--- src/rtl/serial_add_sequencer_if.sv ---
// Bundle of the operand handshake, the 2-bit adder slice bus and the result
// handshake for serial_add_sequencer. "slave" is the sequencer's view.
interface serial_add_sequencer_if #(
    parameter int WIDTH = 8
);
    logic             io_in_valid;
    logic             io_in_ready;
    logic [WIDTH-1:0] io_in_lhs;
    logic [WIDTH-1:0] io_in_rhs;
    logic             io_in_cin;
    logic [1:0]       io_add_lhs;
    logic [1:0]       io_add_rhs;
    logic             io_add_cin;
    logic [1:0]       io_add_out;
    logic             io_add_cout;
    logic             io_out_valid;
    logic             io_out_ready;
    logic [WIDTH-1:0] io_out_sum;
    logic             io_out_cout;

    modport slave (
        input  io_in_valid, io_in_lhs, io_in_rhs, io_in_cin,
        input  io_add_out, io_add_cout, io_out_ready,
        output io_in_ready, io_add_lhs, io_add_rhs, io_add_cin,
        output io_out_valid, io_out_sum, io_out_cout
    );

    modport master (
        output io_in_valid, io_in_lhs, io_in_rhs, io_in_cin,
        output io_add_out, io_add_cout, io_out_ready,
        input  io_in_ready, io_add_lhs, io_add_rhs, io_add_cin,
        input  io_out_valid, io_out_sum, io_out_cout
    );
endinterface

--- src/rtl/serial_add_sequencer.sv ---
// Feeds a WIDTH-bit operand pair to an external 2-bit carry-in adder one slice
// per cycle (LSB first) and returns the assembled sum plus final carry.
module serial_add_sequencer #(
    parameter int WIDTH = 8
) (
    input  logic                  clk,
    input  logic                  reset,
    serial_add_sequencer_if.slave bus
);
    localparam int SLICES = WIDTH / 2;
    localparam int IDX_W  = (SLICES > 1) ? $clog2(SLICES) : 1;
    localparam logic [IDX_W-1:0] LAST_IDX = IDX_W'(SLICES - 1);

    typedef enum logic [1:0] {
        ST_IDLE = 2'd0,
        ST_RUN  = 2'd1,
        ST_DONE = 2'd2
    } state_e;

    state_e           state_q, state_d;
    logic [IDX_W-1:0] idx_q, idx_d;
    logic [WIDTH-1:0] lhs_q, lhs_d;
    logic [WIDTH-1:0] rhs_q, rhs_d;
    logic [WIDTH-1:0] sum_q, sum_d;
    logic             carry_q, carry_d;
    logic             cout_q, cout_d;
    logic [1:0]       add_lhs_s;
    logic [1:0]       add_rhs_s;
    logic             add_cin_s;

    // State and datapath registers with synchronous reset.
    always_ff @(posedge clk) begin
        if (reset) begin
            state_q <= ST_IDLE;
            idx_q   <= {IDX_W{1'b0}};
            lhs_q   <= {WIDTH{1'b0}};
            rhs_q   <= {WIDTH{1'b0}};
            sum_q   <= {WIDTH{1'b0}};
            carry_q <= 1'b0;
            cout_q  <= 1'b0;
        end else begin
            state_q <= state_d;
            idx_q   <= idx_d;
            lhs_q   <= lhs_d;
            rhs_q   <= rhs_d;
            sum_q   <= sum_d;
            carry_q <= carry_d;
            cout_q  <= cout_d;
        end
    end

    // Next-state, slice sequencing and adder-bus drive.
    always_comb begin
        state_d   = state_q;
        idx_d     = idx_q;
        lhs_d     = lhs_q;
        rhs_d     = rhs_q;
        sum_d     = sum_q;
        carry_d   = carry_q;
        cout_d    = cout_q;
        add_lhs_s = 2'b00;
        add_rhs_s = 2'b00;
        add_cin_s = 1'b0;
        case (state_q)
            ST_IDLE: begin
                if (bus.io_in_valid) begin
                    lhs_d   = bus.io_in_lhs;
                    rhs_d   = bus.io_in_rhs;
                    carry_d = bus.io_in_cin;
                    idx_d   = {IDX_W{1'b0}};
                    state_d = ST_RUN;
                end else begin
                    state_d = ST_IDLE;
                end
            end
            ST_RUN: begin
                add_lhs_s = lhs_q[{idx_q, 1'b0} +: 2];
                add_rhs_s = rhs_q[{idx_q, 1'b0} +: 2];
                add_cin_s = carry_q;
                sum_d[{idx_q, 1'b0} +: 2] = bus.io_add_out;
                carry_d = bus.io_add_cout;
                if (idx_q == LAST_IDX) begin
                    cout_d  = bus.io_add_cout;
                    idx_d   = {IDX_W{1'b0}};
                    state_d = ST_DONE;
                end else begin
                    idx_d   = idx_q + IDX_W'(1);
                    state_d = ST_RUN;
                end
            end
            ST_DONE: begin
                // Sum and cout registers are untouched here, so they hold.
                if (bus.io_out_ready) begin
                    state_d = ST_IDLE;
                end else begin
                    state_d = ST_DONE;
                end
            end
            default: begin
                state_d = ST_IDLE;
            end
        endcase
    end

    assign bus.io_in_ready  = (state_q == ST_IDLE);
    assign bus.io_out_valid = (state_q == ST_DONE);
    assign bus.io_out_sum   = sum_q;
    assign bus.io_out_cout  = cout_q;
    assign bus.io_add_lhs   = add_lhs_s;
    assign bus.io_add_rhs   = add_rhs_s;
    assign bus.io_add_cin   = add_cin_s;
endmodule

--- src/flat_wrapper.sv ---
// flat-port wrapper written by rule: the top's interface ports become plain ports
module serial_add_sequencer_flat 
#(
    parameter int WIDTH = 8
)
  (clk, reset, bus_io_in_valid, bus_io_in_lhs, bus_io_in_rhs, bus_io_in_cin, bus_io_add_out, bus_io_add_cout, bus_io_out_ready, bus_io_in_ready, bus_io_add_lhs, bus_io_add_rhs, bus_io_add_cin, bus_io_out_valid, bus_io_out_sum, bus_io_out_cout);
  serial_add_sequencer_if #(.WIDTH(WIDTH)) bus_i ();
  input  logic clk;
  input  logic reset;
  input wire logic [$bits(bus_i.io_in_valid)-1:0] bus_io_in_valid;
  input wire logic [$bits(bus_i.io_in_lhs)-1:0] bus_io_in_lhs;
  input wire logic [$bits(bus_i.io_in_rhs)-1:0] bus_io_in_rhs;
  input wire logic [$bits(bus_i.io_in_cin)-1:0] bus_io_in_cin;
  input wire logic [$bits(bus_i.io_add_out)-1:0] bus_io_add_out;
  input wire logic [$bits(bus_i.io_add_cout)-1:0] bus_io_add_cout;
  input wire logic [$bits(bus_i.io_out_ready)-1:0] bus_io_out_ready;
  output wire logic [$bits(bus_i.io_in_ready)-1:0] bus_io_in_ready;
  output wire logic [$bits(bus_i.io_add_lhs)-1:0] bus_io_add_lhs;
  output wire logic [$bits(bus_i.io_add_rhs)-1:0] bus_io_add_rhs;
  output wire logic [$bits(bus_i.io_add_cin)-1:0] bus_io_add_cin;
  output wire logic [$bits(bus_i.io_out_valid)-1:0] bus_io_out_valid;
  output wire logic [$bits(bus_i.io_out_sum)-1:0] bus_io_out_sum;
  output wire logic [$bits(bus_i.io_out_cout)-1:0] bus_io_out_cout;
  assign bus_i.io_in_valid = bus_io_in_valid;
  assign bus_i.io_in_lhs = bus_io_in_lhs;
  assign bus_i.io_in_rhs = bus_io_in_rhs;
  assign bus_i.io_in_cin = bus_io_in_cin;
  assign bus_i.io_add_out = bus_io_add_out;
  assign bus_i.io_add_cout = bus_io_add_cout;
  assign bus_i.io_out_ready = bus_io_out_ready;
  assign bus_io_in_ready = bus_i.io_in_ready;
  assign bus_io_add_lhs = bus_i.io_add_lhs;
  assign bus_io_add_rhs = bus_i.io_add_rhs;
  assign bus_io_add_cin = bus_i.io_add_cin;
  assign bus_io_out_valid = bus_i.io_out_valid;
  assign bus_io_out_sum = bus_i.io_out_sum;
  assign bus_io_out_cout = bus_i.io_out_cout;
  serial_add_sequencer #(.WIDTH(WIDTH)) u_core (.clk(clk), .reset(reset), .bus(bus_i));
endmodule
--- config.mk ---
export PLATFORM = sky130hd
export DESIGN_NAME = serial_add_sequencer_flat
export DESIGN_NICKNAME = d
export VERILOG_FILES = /design/src/rtl/serial_add_sequencer_if.sv /design/src/rtl/serial_add_sequencer.sv /design/src/flat_wrapper.sv
export SDC_FILE = /design/constraint.sdc
export NUM_CORES = 1
export LEC_CHECK = 0
export CORE_MARGIN = 2
export CORE_UTILIZATION = 47
export DETAILED_ROUTE_END_ITERATION = 10
export PLACE_DENSITY = 0.76
export SLEW_MARGIN = 10
export SYNTH_ARGS = -nofsm -noshare
export SYNTH_HDL_FRONTEND = slang
export SYNTH_SLANG_ARGS = --single-unit
--- constraint.sdc ---
create_clock -name clk -period 2.04 [get_ports clk]
set_input_delay 0.306 -clock clk [delete_from_list [all_inputs] [get_ports clk]]
set_output_delay 0.306 -clock clk [all_outputs]
set_load 0.02 [all_outputs]
==> results of run 1 <==
[synth_stat cells, types with 2 or more instances]
cell type,instances
sky130_fd_sc_hd__inv_1,4
sky130_fd_sc_hd__buf_4,2
sky130_fd_sc_hd__nand3_1,2
sky130_fd_sc_hd__nand2_1,36
sky130_fd_sc_hd__mux2i_1,2
sky130_fd_sc_hd__mux4_2,4
sky130_fd_sc_hd__nand3b_2,2
sky130_fd_sc_hd__o21ai_0,2
sky130_fd_sc_hd__dfxtp_1,30
sky130_fd_sc_hd__buf_6,2
sky130_fd_sc_hd__and2_1,5
sky130_fd_sc_hd__a31o_2,2
sky130_fd_sc_hd__buf_2,4
sky130_fd_sc_hd__nor2_1,4
sky130_fd_sc_hd__nand3b_1,3
sky130_fd_sc_hd__and3b_1,2
sky130_fd_sc_hd__nor3_1,2
sky130_fd_sc_hd__a21oi_1,23
sky130_fd_sc_hd__nand4_1,2
sky130_fd_sc_hd__nand2b_1,4
sky130_fd_sc_hd__ha_1,6
sky130_fd_sc_hd__nor3b_1,2
[sequential cells by signal, indices dropped and copies added (netlist names)]
signal                  count
u_core.bus.io_out_sum       8
u_core.lhs_q                8
u_core.rhs_q                8
u_core.idx_q                2
u_core.state_q              2
u_core.bus.io_out_cout      1
u_core.carry_q              1
[cells by family (layout without fill, tap and decap cells)]
group | after synthesis | after routing | synth area share
and+or+nand+nor | 74 | 74 | 0.2791
DFF | 30 | 30 | 0.4174
AOI/OAI and AO/OA | 31 | 31 | 0.1217
muxes | 6 | 6 | 0.07652
buffers and inverters | 13 | 58 | 0.05303
adders and majority gates | 6 | 6 | 0.05217
[worst min path at each step]
| stage | startpoint | to | cells after the start |
|---|---|---|---|
| 3_3_place_gp | u_core.bus.io_out_sum[2]$_SDFFE_PP0P_ | u_core.bus.io_out_sum[2]$_SDFFE_PP0P_ | 2 |
| 6_report | u_core.bus.io_out_sum[2]$_SDFFE_PP0P_ | u_core.bus.io_out_sum[2]$_SDFFE_PP0P_ | 2 |
| 5_1_grt | u_core.rhs_q[1]$_SDFFE_PP0P_ | u_core.rhs_q[1]$_SDFFE_PP0P_ | 2 |
| 2_1_floorplan | u_core.rhs_q[4]$_SDFFE_PP0P_ | u_core.rhs_q[4]$_SDFFE_PP0P_ | 2 |
| 4_1_cts | u_core.lhs_q[1]$_SDFFE_PP0P_ | u_core.lhs_q[1]$_SDFFE_PP0P_ | 2 |
| 3_5_place_dp | u_core.lhs_q[1]$_SDFFE_PP0P_ | u_core.lhs_q[1]$_SDFFE_PP0P_ | 2 |
[metrics by stage]
step / area (um^2) / instances / util / setup slack (ps) / setup TNS (ps)
finish: 1909 / 238 / 0.6412 / 81.56 / 0
global route: 1909 / 238 / 0.6412 / 8.635 / 0
CTS: 1929 / 238 / 0.6479 / 6.585 / 0
detailed placement: 1862 / 230 / 0.6252 / -30.37 / -58.81
global placement: 1862 / 230 / 0.6252 / -27.84 / -78.23
floorplan: 1439 / 160 / - / 331.8 / 0
[report_power, final]
group	switching, mW	internal (mW)	total (mW)
sequential	0.0178	0.611	0.629
clock	0.207	0.167	0.373
combinational	0.0929	0.104	0.197
[critical path, stage by stage (launching register included)]
cell,delay (ps)
sky130_fd_sc_hd__dfxtp_1,310
sky130_fd_sc_hd__buf_4,180
sky130_fd_sc_hd__and2b_2,230
sky130_fd_sc_hd__clkdlybuf4s50_1,590
[layout make-up]
cell class / count / area share
well taps: 33 / 0.02163
flip-flops and latches: 30 / 0.3165
clock buffers: 7 / 0.02883
repair buffers: 46 / 0.2228
multi-input cells: 117 / 0.3997
inverters: 4 / 0.007864
clock inverters: 1 / 0.002621
[metal layers]
layer | part of all wire | GRT usage
met5 | 0 | 0
met4 | 0.012 | 0.07792
met3 | 0.056 | 0.08515
met2 | 0.51 | 0.3595
met1 | 0.42 | 0.2242
==> implementation parameters, run 1 <==
Parameter                              Value

Status
  Status ... finished clean

Yosys
  Mapped Cells ... 160
  Share of flip-flops with an asynchronous set or reset after synthesis ... 0
  Share of synthesized area occupied by flip-flops and latches ... 0.4174
  Post-synth EDFFs ... 0
  Yosys reg bits ... 30
  Distinct cell type count of the synthesized netlist ... 37
  Most frequently used flop master after synthesis ... sky130_fd_sc_hd__dfxtp_1
  Post-synthesis cell area ... roughly 1400 um^2
  Top post-synthesis cells by area ... sky130_fd_sc_hd__dfxtp_1, sky130_fd_sc_hd__nand2_1, sky130_fd_sc_hd__a21oi_1
  Fraction of synthesized cell area taken by the top area cell type ... 0.4174
  Net count after synthesis ... 190
  Cell type with the highest aggregate area in the netlist ... sky130_fd_sc_hd__dfxtp_1
  Number of warnings printed during yosys synthesis ... 0
  Mean post-synth cell area ... approximately 9.0 um^2

Layout
  Diodes inserted ... 0
  Most used cells in the layout excluding fill and tap cells ... sky130_fd_sc_hd__nand2_1, sky130_fd_sc_hd__clkdlybuf4s50_1, sky130_fd_sc_hd__dfxtp_1, sky130_fd_sc_hd__a21oi_1, sky130_fd_sc_hd__buf_4
  Most common library cell in the layout ignoring fill and taps ... sky130_fd_sc_hd__nand2_1
  Footprint of the flip-flops and latches ... approximately 600 um^2
  Proportion of layout cells with a drive suffix above 1 ... 0.1610
  Fillers ... about 280
  Syn-to-layout area delta ... 32.70%
  Net count, final ... roughly 230
  Area taken by multi-input logic gates ... 763.2 um^2

Clock network
  Cts bufs inserted ... 5
  # clock sinks ... 30
  Buffers inserted by post-CTS timing repair ... 0
  Number of buffers on the longest clock path ... 2
  Root buffer cell ... sky130_fd_sc_hd__clkbuf_4
  CTS-repair resized insts ... 13
  Worst skew pair latency ... about 340 ps
  CTS HTree Levels ... 2
  Clock transition at the register clock pins on the worst setup and hold paths after CTS ... roughly 80 ps
  Clock tree from TritonCTS ... built
  Hold-fix buffers, CTS ... 0

Die
  Horiz. Die Dim ... 59.33 um
  Number of rows in the core area ... 20
  Floorplan die height ... 59.33 um
  Top-level I/O count ... 40
  Starting density of the core ... 0.4832
  Area of the core ... 2978 um^2
  Die ar. ... about 3500 um^2

Global route
  Antenna violations before repair ... 0
  Vias in the first global route ... between 1k and 1.5k
  Global-route total usage across every layer ... 0.2075
  Maximum number of pins on one net before global-route repair ... 23
  Wire length of the first global-routing pass ... roughly 5200 um
  Sum of overflow across all layers after global routing ... 0

Placed design
  Final weighted congestion in routability-driven placement ... 0.7568
  IO buf count ... 39
  HPWL after detailed placement ... roughly 2300 um

Pwr
  Total leakage power ... about 0.75 nW
  Post-layout power ... ~1.2 mW
  VDD IR max ... between 0.4 and 0.5 mV
  P per Cell Area ... 628.1 nW/um^2

STA
  Tightest Pin Transition ... 573.9 ps
  Slew margin rel. ... 0.6174
  Hold Slack ... roughly 460 ps
  Setup clock skew after layout ... around 6.6 ps
  Ratio of final minimum period to clock period ... 0.9600
  RSZ-0062 raised after global routing ... no
  Count of endpoints failing hold in the final timing report ... 0
  Achievable frequency ... between 500 and 600 MHz
  Total count of max-transition violations in the final report ... 0
  Final count of negative-setup-slack endpoints ... 0
  Shortest period the worst path allows ... between 1500 and 2000 ps

Setup path
  Capturing point of the worst reg2reg path ... u_core.bus.io_out_sum[6]$_SDFFE_PP0P_
  Length in cells of the worst reg-to-reg path ... 4
  Critical path fanouts, max ... 14
  Setup crit end ... bus_io_out_valid
  Worst setup EP type ... output pin
  Startpoint of the worst setup timing path ... u_core.state_q[0]$_SDFF_PP0_
  Kind of start point of the critical path ... flop
  Required arrival time at the worst endpoint ... approximately 1700 ps
  Slack of the worst reg-to-reg path ... 260 ps
  Setup Crit Path Kind ... flop to output pin
  R2R Path Start ... u_core.idx_q[1]$_SDFFE_PP0P_
  Arrival time worst endpoint ... approximately 1700 ps

Route
  Via count of the routed design ... between 1k and 1.5k
  Post-route antenna net violation count ... 0
  Average detailed-routed wire length per instance ... 13.34 um
  DRC viols ... 0
  WL final ... 3176 um
  Number of vias per cell ... around 5.3
  Router iterations before antenna repair ... 5
  Initial DRC Count ... 33

Job
  Number of maximum-capacitance constraint violations ... 0

Min path
  Type of the worst min-delay path ... flop to flop
Note: power is estimated with default switching activity, not from simulation.
==> inputs of run 2 (changes only) <==
- CORE_MARGIN: 2 -> 3
- PLACE_DENSITY: 0.76 -> 0.79
==> run 2 against run 1 <==
Cell area fell by 1.2%. Sequential share of layout area is 0.38 points higher. Final cell count fell by 2.1%. Clock power down 7.8%. Worst hold slack worse by 0.93 ps. Core utilization up 2.6 points. Total power shrank 2.7%. Sequential cell count unchanged. Fmax is 1.1% lower. First-iteration DRC count decreased by 18%. Clock skew grew 5.5 ps. Combinational power about the same. Critical path type unchanged. Critical endpoint unchanged. Largest power group unchanged.
==> implementation parameters, run 2 (same netlist as run 1, synthesis figures left out) <==
Parameter                              Value

Clock network
  Root buffer cell ... sky130_fd_sc_hd__clkbuf_4
  Number of buffers on the longest clock path ... 2 (unchanged)
  Clock transition at the register clock pins on the worst setup and hold paths after CTS ... 90 ps (about the same)
  Buffers inserted by post-CTS timing repair ... 0 (unchanged)
  # clock sinks ... 30 (unchanged)
  Worst skew pair latency ... 330 ps (about the same)
  CTS HTree Levels ... 2 (unchanged)
  Cts bufs inserted ... 5 (unchanged)
  Clock tree from TritonCTS ... built

Setup path
  Buffer and inverter count on the worst path ... 2 (unchanged)
  Largest incremental delay on the critical path ... 610 ps (+20 ps)
  Cell depth of the worst setup path ... 3 (unchanged)
  Startpoint of the worst setup timing path ... u_core.state_q[0]$_SDFF_PP0_
  Setup Crit Path Kind ... flop to output pin
  Length in cells of the worst reg-to-reg path ... 5 (+1)
  Slack of the worst reg-to-reg path ... 220 ps (-40 ps)
  Required arrival time at the worst endpoint ... 1730 ps (about the same)
  Kind of start point of the critical path ... flop
  Worst setup EP type ... output pin
  Slowest stage cell, crit path ... sky130_fd_sc_hd__clkdlybuf4s50_1
  Cell chain of the critical path ... buf_4, and2b_2, clkdlybuf4s50_1
  Arrival time worst endpoint ... 1670 ps (+20 ps)
  Critical path fanouts, max ... 14 (unchanged)
  R2R Path Start ... u_core.idx_q[0]$_SDFFE_PP0P_
  Capturing point of the worst reg2reg path ... u_core.bus.io_out_sum[6]$_SDFFE_PP0P_
  Setup crit end ... bus_io_out_valid
  Kind of cell with the highest combined delay on the critical path ... buffers and inverters

Route
  DRC viols ... 0 (unchanged)
  Initial DRC Count ... 27 (-18%)
  Number of vias per cell ... 5.468 (+3.4%)
  Post-route antenna net violation count ... 0 (unchanged)
  Average detailed-routed wire length per instance ... 13.58 um (+1.8%)
  WL final ... 3165 um (-0.35%)
  Router iterations before antenna repair ... 4 (-1)
  Via count of the routed design ... 1274 (+1.3%)

Layout
  Final Instance Area ... 1887 um^2 (-1.2%)
  Diodes inserted ... 0 (unchanged)
  Proportion of layout cells with a drive suffix above 1 ... 0.1535 (-0.007510)
  Net count, final ... 233 (-0.43%)
  Fillers ... 242 (-14%)
  Syn-to-layout area delta ... 31.13%
  Most common library cell in the layout ignoring fill and taps ... sky130_fd_sc_hd__nand2_1
  Most used cells in the layout excluding fill and tap cells ... sky130_fd_sc_hd__nand2_1, sky130_fd_sc_hd__clkdlybuf4s50_1, sky130_fd_sc_hd__dfxtp_1, sky130_fd_sc_hd__a21oi_1
  Footprint of the flip-flops and latches ... 604.3 um^2 (unchanged)
  Area taken by multi-input logic gates ... 763.2 um^2 (unchanged)

Pwr
  Total leakage power ... 0.7289 nW (-3.2%)
  VDD IR max ... 0.5212 mV (+22%)
  P per Cell Area ... 618.2 nW/um^2 (-1.6%)

Global route
  Global routing's busiest layer ... met2
  Global routing met3 resource utilization ... 0.08176 (-0.003392)
  Global-route total usage across every layer ... 0.1912 (-0.01632)
  Wire length of the first global-routing pass ... 5292 um (+0.92%)
  Sum of overflow across all layers after global routing ... 0 (unchanged)
  Antenna violations before repair ... 0 (unchanged)
  GR met1 Demand/Resource ... 0.1979 (-0.02629)
  Maximum number of pins on one net before global-route repair ... 21 (-8.7%)
  Vias in the first global route ... 1292 (+3.2%)
  M2 GR Usage ... 0.3369 (-0.02264)

STA
  Ratio of final minimum period to clock period ... 0.9702 (+0.01022)
  RSZ-0062 raised after global routing ... no
  Shortest period the worst path allows ... 1979 ps (+20.85 ps)
  Setup TNS ... 0 ps (unchanged)
  Final count of negative-setup-slack endpoints ... 0 (unchanged)
  Count of endpoints failing hold in the final timing report ... 0 (unchanged)
  Tightest Pin Transition ... 537.2 ps (-36.72 ps)
  Hold Slack ... 456.9 ps (-0.9250 ps)
  Slew margin rel. ... 0.6419 (+0.02448)
  Setup clock skew after layout ... 12.12 ps (+5.508 ps)
  Total count of max-transition violations in the final report ... 0 (unchanged)
  Achievable frequency ... 505.2 MHz (-1.1%)

Job
  Number of maximum-capacitance constraint violations ... 0 (unchanged)

Status
  Status ... finished clean

Placed design
  IO buf count ... 39 (unchanged)
  Standard cell area after detailed placement ... 1852 um^2 (-0.54%)
  Final weighted congestion in routability-driven placement ... 0.8121 (+7.3%)
  HPWL after detailed placement ... 2351 um (+0.56%)

Die
  Area of the core ... 2829 um^2 (-5.0%)
  Top-level I/O count ... 40 (unchanged)
  Number of rows in the core area ... 19 (-5.0%)
  Horiz. Die Dim ... 61.33 um (+3.4%)
  Starting density of the core ... 0.5086 (+0.02543)
  Floorplan die height ... 61.33 um (+3.4%)
  Die ar. ... 3761 um^2 (+6.9%)

Min path
  Type of the worst min-delay path ... flop to flop
[run 2: cell count changes in the layout (fill, tap and decap cells not counted)]
cell                             delta
sky130_fd_sc_hd__buf_2              -2
sky130_fd_sc_hd__buf_4              -1
sky130_fd_sc_hd__clkbuf_1           -1
sky130_fd_sc_hd__clkbuf_2           +2
sky130_fd_sc_hd__clkinv_2           -1
sky130_fd_sc_hd__dlygate4sd2_1      +1
sky130_fd_sc_hd__dlymetal6s2s_1     -1
[run 2: tightest hold or removal path, delay by kind of cell, from the launching register on]
family           cells  cell delay, ps
AND/OR/NAND/NOR      1              50
flip-flops           1             310
AO/OA/AOI/OAI        1              50
[run 2: what timing repair did]
| item | CTS | global route |
|---|---|---|
| setup endpoints to repair | 5 | 4 |
| gates resized for setup | 11 | 5 |
| hold buffers | 0 | 0 |
[run 2: worst min path at each step]
| stage | start | end | slack, ps | depth (start not counted) |
|---|---|---|---|---|
| after detailed placement | u_core.rhs_q[4]$_SDFFE_PP0P_ | u_core.rhs_q[4]$_SDFFE_PP0P_ | 450 | 2 |
| after global placement | u_core.lhs_q[5]$_SDFFE_PP0P_ | u_core.lhs_q[5]$_SDFFE_PP0P_ | 440 | 2 |
| final | u_core.rhs_q[1]$_SDFFE_PP0P_ | u_core.rhs_q[1]$_SDFFE_PP0P_ | 460 | 2 |
| after floorplan | u_core.rhs_q[4]$_SDFFE_PP0P_ | u_core.rhs_q[4]$_SDFFE_PP0P_ | 430 | 2 |
| after CTS | u_core.rhs_q[4]$_SDFFE_PP0P_ | u_core.rhs_q[4]$_SDFFE_PP0P_ | 460 | 2 |
| after global routing | u_core.rhs_q[2]$_SDFFE_PP0P_ | u_core.rhs_q[2]$_SDFFE_PP0P_ | 490 | 2 |
[run 2: cell type report]
class,instances,share of cell area
clock buffers,6,0.02719
inverters,4,0.007958
multi-input cells,117,0.4045
flip-flops and latches,30,0.3203
well taps,31,0.02056
repair buffers,45,0.2195
[run 2: metal layers]
| metal | part of all wire | wire length [um] |
|---|---|---|
| met1 | 0.41 | 1301 |
| met2 | 0.51 | 1600 |
| met3 | 0.068 | 214 |
| met4 | 0.015 | 48 |
| met5 | 0 | 0 |
[run 2: report_power, final]
| part | total, mW | internal (mW) | switching [mW] |
|---|---|---|---|
| clock | 0.344 | 0.155 | 0.189 |
| sequential | 0.627 | 0.611 | 0.0159 |
| combinational | 0.195 | 0.101 | 0.0937 |
[run 2: stage by stage]
step	utilization	power [mW]	worst slack (ps)	cells
6_report	0.6670	1.166	60.71	233
4_1_cts	0.6736	1.179	3.892	233
2_1_floorplan	-	0.7542	331.8	160
3_3_place_gp	0.6546	0.8311	-2.504	227
5_1_grt	0.6670	1.225	11.92	233
3_5_place_dp	0.6546	0.8392	10.32	227
==> inputs of run 3 (changes only) <==
- ABC_AREA: default -> 1
==> run 3 against run 2 <==
Final cell count rose by 18%. Routed wire length fell by 5.5%. Total power rose by 6.5%. Core utilization rose by 0.65 points. Sequential share of layout area fell by 0.11 points. Sequential power rose by 2%. Critical path depth did not move. Critical endpoint unchanged. Highest routed layer unchanged. Via count rose by 6.2%.
==> implementation parameters, run 3 <==
Parameter                              Value

Status
  Status ... finished clean

Yosys
  Net count after synthesis ... 230 (+21%)
  Fraction of synthesized cell area taken by the top area cell type ... 0.4267 (+0.009275)
  Mapped Cells ... 200 (+25%)
  Share of flip-flops with an asynchronous set or reset after synthesis ... 0 (unchanged)
  Ranking of synthesized cells by instance count ... sky130_fd_sc_hd__nor2_1, sky130_fd_sc_hd__dfxtp_1, sky130_fd_sc_hd__nand2_1
  Post-synth EDFFs ... 0 (unchanged)
  Yosys reg bits ... 30 (unchanged)
  Post-synthesis cell area ... 1408 um^2 (-2.2%)
  Top post-synthesis cells by area ... sky130_fd_sc_hd__dfxtp_1, sky130_fd_sc_hd__nor2_1, sky130_fd_sc_hd__o21ai_0
  Distinct cell type count of the synthesized netlist ... 19 (-49%)
  Most common cell in the netlist ... sky130_fd_sc_hd__nor2_1
  Most frequently used flop master after synthesis ... sky130_fd_sc_hd__dfxtp_1
  Share of synthesized area occupied by flip-flops and latches ... 0.4267 (+0.009275)
  Cell type with the highest aggregate area in the netlist ... sky130_fd_sc_hd__dfxtp_1
  Number of warnings printed during yosys synthesis ... 0 (unchanged)
  Mean post-synth cell area ... 7.038 um^2 (-22%)

Clock network
  Number of buffers on the longest clock path ... 2 (unchanged)
  Root buffer cell ... sky130_fd_sc_hd__clkbuf_4
  Hold-fix buffers, CTS ... 0 (unchanged)
  Clock transition at the register clock pins on the worst setup and hold paths after CTS ... 90 ps (about the same)
  Cts bufs inserted ... 5 (unchanged)
  Clock tree from TritonCTS ... built
  Worst skew pair latency ... 330 ps (about the same)
  # clock sinks ... 30 (unchanged)
  CTS HTree Levels ... 2 (unchanged)
  Buffers inserted by post-CTS timing repair ... 0 (unchanged)

Setup path
  Critical path fanouts, max ... 7 (-7)
  Buffer and inverter count on the worst path ... 2 (unchanged)
  Kind of cell with the highest combined delay on the critical path ... buffers and inverters
  Kind of start point of the critical path ... flop
  Cell depth of the worst setup path ... 3 (unchanged)
  Arrival time worst endpoint ... 1610 ps (-60 ps)
  Length in cells of the worst reg-to-reg path ... 8 (+3)
  Worst setup EP type ... output pin
  Setup Crit Path Kind ... flop to output pin
  Largest incremental delay on the critical path ... 620 ps (about the same)
  Cell chain of the critical path ... inv_1, nor2_1, clkdlybuf4s50_1
  Slack of the worst reg-to-reg path ... 410 ps (+190 ps)
  Required arrival time at the worst endpoint ... 1730 ps (about the same)
  Slowest stage cell, crit path ... sky130_fd_sc_hd__clkdlybuf4s50_1

Layout
  Most used cells in the layout excluding fill and tap cells ... sky130_fd_sc_hd__nor2_1, sky130_fd_sc_hd__clkdlybuf4s50_1, sky130_fd_sc_hd__nand2_1, sky130_fd_sc_hd__dfxtp_1, sky130_fd_sc_hd__o21ai_0
  Area taken by multi-input logic gates ... 705.7 um^2 (-7.5%)
  Net count, final ... 274 (+18%)
  Diodes inserted ... 0 (unchanged)
  Proportion of layout cells with a drive suffix above 1 ... 0.08571 (-0.06775)
  Most common library cell in the layout ignoring fill and taps ... sky130_fd_sc_hd__nor2_1
  Syn-to-layout area delta ... 34.22%
  Footprint of the flip-flops and latches ... 603.1 um^2 (-0.21%)
  Final Instance Area ... 1889 um^2 (+0.13%)
  Fillers ... 255 (+5.4%)

Pwr
  P per Cell Area ... 657.3 nW/um^2 (+6.3%)
  Post-layout power ... 1.242 mW (+6.5%)
  Total leakage power ... 0.7884 nW (+8.2%)
  VDD IR max ... 0.4249 mV (-18%)

Route
  WL final ... 2992 um (-5.5%)
  Average detailed-routed wire length per instance ... 10.84 um (-20%)
  Post-route antenna net violation count ... 0 (unchanged)
  Number of vias per cell ... 4.902 (-10%)
  Via count of the routed design ... 1353 (+6.2%)
  Initial DRC Count ... 25 (-7.4%)
  Router iterations before antenna repair ... 4 (unchanged)
  DRC viols ... 0 (unchanged)

Job
  Number of maximum-capacitance constraint violations ... 0 (unchanged)

Placed design
  HPWL after detailed placement ... 2245 um (-4.5%)
  Standard cell area after detailed placement ... 1826 um^2 (-1.4%)
  Place WS ... 205.8 ps (+195.4 ps)
  Final weighted congestion in routability-driven placement ... 0.8767 (+8.0%)
  IO buf count ... 39 (unchanged)

Global route
  Vias in the first global route ... 1181 (-8.6%)
  Antenna violations before repair ... 0 (unchanged)
  Maximum number of pins on one net before global-route repair ... 19 (-9.5%)
  Wire length of the first global-routing pass ... 4912 um (-7.2%)
  Sum of overflow across all layers after global routing ... 0 (unchanged)
  Global-route total usage across every layer ... 0.1769 (-0.01427)

STA
  Setup clock skew after layout ... 10.10 ps (-2.013 ps)
  Post-layout worst setup margin ... 127.7 ps (+67.01 ps)
  Setup TNS ... 0 ps (unchanged)
  Achievable frequency ... 522.9 MHz (+3.5%)
  RSZ-0062 raised after global routing ... no
  Count of endpoints failing hold in the final timing report ... 0 (unchanged)
  Slew margin rel. ... 0.7096 (+0.06773)
  Tightest Pin Transition ... 435.1 ps (-102.1 ps)
  Ratio of final minimum period to clock period ... 0.9374 (-0.03285)
  Total count of max-transition violations in the final report ... 0 (unchanged)
  Final count of negative-setup-slack endpoints ... 0 (unchanged)
  Shortest period the worst path allows ... 1912 ps (-67.01 ps)

Die
  Top-level I/O count ... 40 (unchanged)
  Horiz. Die Dim ... 60.73 um (-0.99%)
  Starting density of the core ... 0.5018 (-0.006840)
  Floorplan die height ... 60.73 um (-0.99%)
  Die ar. ... 3688 um^2 (-2.0%)
  Number of rows in the core area ... 19 (unchanged)
  Area of the core ... 2805 um^2 (-0.84%)

Min path
  Type of the worst min-delay path ... flop to flop
  Worst hold path stage count ... 2 (unchanged)
## run 3: cell count changes after synthesis, sizes merged, moves of 3 or more
cell    delta
nand2b     -4
nand3b     -5
o21ai     +24
mux4       -4
and2       -4
nor3b      -3
inv       +10
nand3      +7
nand2      -7
a21oi      -7
nor2      +55
buf        -4
## run 3: path summary, 6_finish.rpt
path / start / end
max reg2reg: u_core.idx_q[0]$_SDFFE_PP0P_ / u_core.bus.io_out_sum[1]$_SDFFE_PP0P_
max: u_core.state_q[1]$_SDFF_PP0_ / bus_io_out_valid
min: u_core.bus.io_out_cout$_SDFFE_PP0P_ / u_core.bus.io_out_cout$_SDFFE_PP0P_
min reg2reg: u_core.bus.io_out_cout$_SDFFE_PP0P_ / u_core.bus.io_out_cout$_SDFFE_PP0P_
## run 3: logic make-up (layout without fill, tap and decap cells)
| family | Yosys count | after routing | synth area share |
|---|---|---|---|
| flops | 30 | 30 | 0.4267 |
| simple gates | 100 | 100 | 0.2951 |
| buf+inv | 21 | 66 | 0.07199 |
| compound gates | 43 | 43 | 0.1529 |
| fa+ha+maj | 6 | 6 | 0.05333 |
## run 3: cell type report
type,instances,share of cell area
Sequential cell,30,0.3192
Clock buffer,6,0.02715
Inverter,14,0.02781
Multi-Input combinational cell,149,0.3735
Timing Repair Buffer,44,0.2252
Tap cell,31,0.02053
Clock inverter,2,0.006623
## run 3: metrics by stage
stage | hold slack [ps] | util | instances
floorplan | 375.1 | - | 200
global placement | 447.3 | 0.6508 | 268
detailed placement | 453.7 | 0.6508 | 268
CTS | 468.5 | 0.6722 | 276
global route | 487.1 | 0.6735 | 276
finish | 464.7 | 0.6735 | 276
## run 3: worst reg2reg max path: cells and delay by family (launching register included)
family | cells | cell delay, ps
buffers and inverters | 3 | 430
flip-flops | 1 | 420
adder cells (fa/ha/maj) | 1 | 340
AND/OR/NAND/NOR | 3 | 250
AO/OA/AOI/OAI | 1 | 110
## run 3: per-layer routing
metal | routed length (um) | global-route usage
met5 | 0 | 0
met4 | 38 | 0.05882
met3 | 145 | 0.04681
met2 | 1424 | 0.3038
met1 | 1383 | 0.2141
## run 3: repair_timing
action,CTS,global route
setup endpoints to repair,4,2
pin swaps,0,0
gates resized for setup,5,2
## run 3: where the power goes
| part | switching, mW | total, mW | internal [mW] |
|---|---|---|---|
| clock | 0.209 | 0.375 | 0.166 |
| combinational | 0.120 | 0.225 | 0.106 |
| sequential | 0.0212 | 0.641 | 0.620 |
| total | 0.350 | 1.24 | 0.891 |
